--- src/rtl/ibex_obi_bus_arbiter.sv ---
// ibex_obi_bus_arbiter: shares one OBI port between instruction fetch and LSU,
// routing in-order responses back to the side that issued each transaction.
module ibex_obi_bus_arbiter #(
  parameter int unsigned MaxOutstanding = 2,
  parameter bit          DataPriority   = 1'b1
) (
  input  logic        clk_i,
  input  logic        rst_ni,
  input  logic        instr_req_i,
  input  logic [31:0] instr_addr_i,
  output logic        instr_gnt_o,
  output logic        instr_rvalid_o,
  output logic [31:0] instr_rdata_o,
  output logic        instr_err_o,
  input  logic        data_req_i,
  input  logic        data_we_i,
  input  logic [3:0]  data_be_i,
  input  logic [31:0] data_addr_i,
  input  logic [31:0] data_wdata_i,
  output logic        data_gnt_o,
  output logic        data_rvalid_o,
  output logic [31:0] data_rdata_o,
  output logic        data_err_o,
  output logic        bus_req_o,
  output logic        bus_we_o,
  output logic [3:0]  bus_be_o,
  output logic [31:0] bus_addr_o,
  output logic [31:0] bus_wdata_o,
  input  logic        bus_gnt_i,
  input  logic        bus_rvalid_i,
  input  logic [31:0] bus_rdata_i,
  input  logic        bus_err_i,
  output logic        busy_o
);
  localparam int unsigned PtrW = MaxOutstanding > 1 ? $clog2(MaxOutstanding) : 1;
  localparam int unsigned CntW = $clog2(MaxOutstanding + 1);
  typedef logic [PtrW-1:0] ptr_t;
  localparam ptr_t LastPtr = ptr_t'(MaxOutstanding - 1);

  logic [MaxOutstanding-1:0] ids_q;
  ptr_t                      wr_ptr_q, rd_ptr_q;
  logic [CntW-1:0]           count_q;
  logic                      hold_q, hold_sel_q, rr_q, granted_q;
  logic                      full, sel, req, gnt, pop, head;

  // sel: 0 = instr, 1 = data; a pending ungranted request keeps its side
  assign full = count_q == CntW'(MaxOutstanding);
  assign sel  = hold_q ? hold_sel_q :
                (instr_req_i & data_req_i) ? (DataPriority | rr_q) : data_req_i;
  assign req  = rst_ni & ~full & (sel ? data_req_i : instr_req_i);
  assign gnt  = req & bus_gnt_i;
  assign head = ids_q[rd_ptr_q];
  assign pop  = rst_ni & bus_rvalid_i & (count_q != '0);

  assign bus_req_o      = req;
  assign bus_we_o       = rst_ni & sel & data_we_i;
  assign bus_be_o       = ~rst_ni ? 4'h0 : sel ? data_be_i : 4'hF;
  assign bus_addr_o     = ~rst_ni ? '0 : sel ? data_addr_i : instr_addr_i;
  assign bus_wdata_o    = (rst_ni & sel) ? data_wdata_i : '0;
  assign instr_gnt_o    = gnt & ~sel;
  assign data_gnt_o     = gnt & sel;
  assign instr_rvalid_o = pop & ~head;
  assign data_rvalid_o  = pop & head;
  assign instr_rdata_o  = rst_ni ? bus_rdata_i : '0;
  assign data_rdata_o   = rst_ni ? bus_rdata_i : '0;
  assign instr_err_o    = rst_ni & bus_err_i;
  assign data_err_o     = rst_ni & bus_err_i;
  assign busy_o         = rst_ni & ((count_q != '0) | instr_req_i | data_req_i);

  always_ff @(posedge clk_i or negedge rst_ni) begin
    if (!rst_ni) begin
      ids_q      <= '0;
      wr_ptr_q   <= '0;
      rd_ptr_q   <= '0;
      count_q    <= '0;
      hold_q     <= 1'b0;
      hold_sel_q <= 1'b0;
      rr_q       <= 1'b0;
      granted_q  <= 1'b0;
    end else begin
      if (gnt) begin
        ids_q[wr_ptr_q] <= sel;
        wr_ptr_q        <= wr_ptr_q == LastPtr ? '0 : wr_ptr_q + 1'b1;
        granted_q       <= 1'b1;
      end
      if (pop) rd_ptr_q <= rd_ptr_q == LastPtr ? '0 : rd_ptr_q + 1'b1;
      count_q    <= count_q + CntW'(gnt) - CntW'(pop);
      hold_q     <= req & ~bus_gnt_i;
      hold_sel_q <= sel;
      if (gnt && !DataPriority) rr_q <= ~sel;
    end
  end

  // responses to transactions abandoned by reset arrive before any new grant
  a_no_stray_rvalid: assert property (@(posedge clk_i) disable iff (!rst_ni || !granted_q)
    !(bus_rvalid_i && count_q == '0)) else $warning("rvalid with no outstanding transaction");
endmodule

--- config.mk ---
export PLATFORM = sky130hd
export DESIGN_NAME = ibex_obi_bus_arbiter
export DESIGN_NICKNAME = d
export VERILOG_FILES = /design/src/rtl/ibex_obi_bus_arbiter.sv
export SDC_FILE = /design/constraint.sdc
export NUM_CORES = 1
export LEC_CHECK = 0
export ABC_CLOCK_PERIOD_IN_PS = 2430
export CAP_MARGIN = 10
export CORE_AREA = 3 3 107 109
export CTS_CLUSTER_SIZE = 25
export DETAILED_ROUTE_END_ITERATION = 8
export DIE_AREA = 0 0 110 112
export GPL_TIMING_DRIVEN = 1
export SKIP_LAST_GASP = 1
export SLEW_MARGIN = 20
export SYNTH_ARGS = -nofsm -noshare
export SYNTH_HDL_FRONTEND = slang
export SYNTH_SLANG_ARGS = --single-unit
--- constraint.sdc ---
create_clock -name clk_i -period 2.43 [get_ports clk_i]
set_clock_uncertainty 0.15 [all_clocks]
set_input_delay 0.243 -clock clk_i [delete_from_list [all_inputs] [get_ports clk_i]]
set_output_delay 0.243 -clock clk_i [all_outputs]
set_load 0.1 [all_outputs]
==> flow_metrics.py <==
metrics = {
    "outcome": {
        "outcome": "completed",
    },
    "synth": {
        "synth.cell_area_sq_mm": 0.00172,
        "ys_ff_latch": 8,
        "compound_gate_fraction_of_synth_area_pct": 18.5,
        "syn_avg_cell_area_sq_um": 6.60,
        "synth-warning-count": 0,
        "synth.yosys.seq_area_share_pct": 11.6,
        "synth_xor_xnor_area_share_pct": 2.54,
        "synth_cell_types": 32,
        "post_synth_mux_area_share_pct": 1.89,
        "post_synth_inst_count": 261,
        "synth_top_family_by_area": "simple AND/OR/NAND/NOR gates",
        "synth.net_count": 402,
        "yosys.area_share.simple_pct": 43.0,
        "synthAdderAreaFrac_pct": 0.727,
    },
    "critical_path": {
        "crit_type": "primary input to output port",
        "critPathCaptureType": "output port",
        "cp_data_required_time_ns": 2.04,
        "worst-r2r-cell-count": 8,
        "critPathMaxFanout": 67,
        "crit-reg2reg-capture": "count_q[1]",
        "critical_path.reg2reg.startpoint": "hold_q",
        "worst-r2r-setup-slack_ns": 0.45,
        "timing.critical_path.arrival_ns": 1.84,
        "worst_setup_path_start_kind": "primary input",
    },
    "timing": {
        "slew_headroom_pct": 74.9,
        "hold_viol": 0,
        "final_period_util_pct": 91.8,
        "finalCriticalPeriod_ns": 2.23,
        "setup_violations": 0,
        "finalHoldWorstSlack_ns": 0.342,
        "report.final.slew_viol_count": 0,
        "setup-tns-final_ns": 0,
        "fmax_ghz": 0.448,
        "timing_worst_slew_pin_value_ns": 0.374,
        "setup_ws_ns": 0.199,
        "unrepaired_setup_endpoints_after_global_routing": "no",
    },
    "layout": {
        "instances_no_fill": 639,
        "drive_above_1_share_pct": 38.1,
        "n_fill_cell": 901,
        "nets": 642,
        "layout-area-overhead-vs-synth_pct": 249,
        "antenna_cells_inserted": 0,
    },
    "clocking": {
        "clock_tree.htree_level_count": 1,
        "worstSkewPairLatency_ns": 0.23,
        "clk_transition_reported_paths_ns": 0.04,
        "post_cts_sizing_count": 0,
        "clock_sink_count": 8,
        "cts_inserted_buffers": 3,
        "tritoncts": "built",
        "cts_root_buf": "sky130_fd_sc_hd__clkbuf_8",
        "ctsLongestPathBuffers": 2,
    },
    "power_and_ir_drop": {
        "power.static_leakage_nw": 2.54,
        "power-per-cell-area_mw_per_mm2": 510,
        "vdd_drop_max_uv": 251,
    },
    "global_routing": {
        "busiest_layer": "met2",
        "largest_net_degree_at_the_start_of_global_routing": 68,
        "grt_antenna_before_repair": 0,
        "grt_use_met2_pct": 29.4,
        "global_route.usage.met3_pct": 5.33,
        "grt_util_met1_pct": 14.3,
        "first_pass_grt_wire_length_microns": 14700,
        "via_count_of_the_first_global_routing_pass": 2779,
        "track_usage_pct": 15.0,
        "overflow": 0,
    },
    "die": {
        "die_width_microns": 110,
        "starting_utilization_of_the_core_area_pct": 16.1,
        "design.core.area_sq_mm": 0.0107,
        "die_boundary_height_microns": 112,
        "floorplan.io_pins": 281,
        "floorplan.rows": 38,
        "die-area_sq_mm": 0.0123,
    },
    "drt": {
        "drt_first_iter_violations": 124,
        "detail_route.wirelength_microns": 10100,
        "routedWlPerCell_microns": 15.7,
        "drcViolationCount": 0,
        "viasPerCell": 4.19,
        "drt-pass1-iter-count": 4,
        "vias": 2676,
        "ant_nets": 0,
    },
    "min_path": {
        "worstHoldEndpoint": "rd_ptr_q",
        "hold_class": "flip-flop to flip-flop",
        "hold_path_startpoint": "rd_ptr_q",
        "worstHoldPathCells": 1,
    },
    "placed_design": {
        "number_of_i_o_port_buffers": 280,
        "dp.final_hpwl_microns": 8700,
        "detailedPlace.worstSlack_ns": 0.177,
        "final_replace_weighted_congestion": 0.769,
        "numPlacedInstances": 634,
    },
    "flow_run": {
        "max-cap-violations": 0,
    },
}
[power by group]
group	internal [mW]	switching, mW
Sequential	0.192	0.0575
Combinational	1.00	1.65
Clock	0.107	0.0538
[worst max path at each step]
stage,start,end
floorplan,hold_q,bus_addr_o[28]
global placement,data_req_i,count_q[1]
detailed placement,data_req_i,count_q[1]
CTS,rst_ni,instr_rvalid_o
global route,rst_ni,data_rvalid_o
finish,data_req_i,bus_addr_o[28]
[through the flow]
stage               power, mW  utilization [%]  area (sq um)
finish                   3.06             56.1          6000
global route             3.17             56.1          6000
CTS                      3.08             56.0          5990
detailed placement       2.91             55.6          5940
global placement         2.89             55.6          5940
floorplan                1.87                -          1840
[state kept, by name, indices dropped and copies added (netlist names)]
name and cells:
ids_q 2, hold_sel_q 1, rd_ptr_q 1, wr_ptr_q 1
count_q 2, hold_q 1
[routing by layer]
metal / vias up / share of wire, %
li1: 1299 / -
met3: 17 / 13
met5: - / 0
met2: 170 / 54
met1: 1190 / 31
met4: 0 / 2.1
[cells in the final DEF, fill, tap and decap left out, types with 2 or more instances in the layout]
cell	n
sky130_fd_sc_hd__a21boi_2	31
sky130_fd_sc_hd__nor2_1	3
sky130_fd_sc_hd__buf_12	143
sky130_fd_sc_hd__nand2_1	67
sky130_fd_sc_hd__o21ai_0	2
sky130_fd_sc_hd__nor2_2	2
sky130_fd_sc_hd__clkbuf_8	3
sky130_fd_sc_hd__nand2b_1	2
sky130_fd_sc_hd__clkdlybuf4s50_1	138
sky130_fd_sc_hd__o21a_1	4
sky130_fd_sc_hd__buf_4	7
sky130_fd_sc_hd__and2_1	33
sky130_fd_sc_hd__xor2_1	2
sky130_fd_sc_hd__xnor2_1	3
sky130_fd_sc_hd__and3_1	33
sky130_fd_sc_hd__dfrtp_1	8
[final cells by class]
class                   count  area (sq um)  area share [%]
multi-input cells         197          1270            21.1
inverters                   1          6.26           0.104
well taps                 140           175            2.92
flip-flops and latches      8           200            3.34
clock buffers               3          41.3           0.688
repair buffers            290          4310            71.8
[synthesized netlist by cell type, drive strengths merged]
| cell type | instances | area (sq um) |
|---|---|---|
| inv | 1 | 6.26 |
| o41a | 1 | 11.3 |
| buf | 41 | 314 |
| xor2 | 2 | 17.5 |
| nand2 | 67 | 251 |
| mux2i | 2 | 32.5 |
| nor3 | 1 | 5.00 |
| nand4 | 1 | 12.5 |
| nand3b | 1 | 7.51 |
| o21bai | 1 | 7.51 |
| nor2 | 5 | 21.3 |
| or2 | 1 | 6.26 |
| nand3 | 1 | 5.00 |
| o21ai | 3 | 15.0 |
| xnor2 | 3 | 26.3 |
| a21boi | 32 | 240 |
| clkbuf | 14 | 52.6 |
| nand2b | 2 | 12.5 |
| o21a | 4 | 30.0 |
| o211ai | 1 | 7.51 |
| ha | 1 | 12.5 |
| nor2b | 1 | 6.26 |
| and2 | 33 | 206 |
| o31ai | 1 | 7.51 |
| and3 | 33 | 206 |
| dfrtp | 8 | 200 |
[timing repair]
item	CTS	global route
endpoints found under the hold margin	8	0
buffers inserted	0	1
hold buffers	1	0
endpoints found under the setup margin	0	2
[logic make-up after synthesis]
kind of cell             after synthesis
buffers and inverters                 56
XOR/XNOR                               5
AO/OA/AOI/OAI                         43
AND/OR/NAND/NOR                      146
adder cells (fa/ha/maj)                1
multiplexers                           2
flip-flops                             8
[worst max-delay path, cell delays in order]
cell                              delay [ns]
sky130_fd_sc_hd__clkdlybuf4s50_1        0.55
sky130_fd_sc_hd__mux2i_4                0.12
sky130_fd_sc_hd__inv_4                  0.08
sky130_fd_sc_hd__buf_12                 0.25
sky130_fd_sc_hd__nand2_1                0.10
sky130_fd_sc_hd__a21boi_1               0.27
sky130_fd_sc_hd__buf_12                 0.21
(Power assumes the default switching activity.)
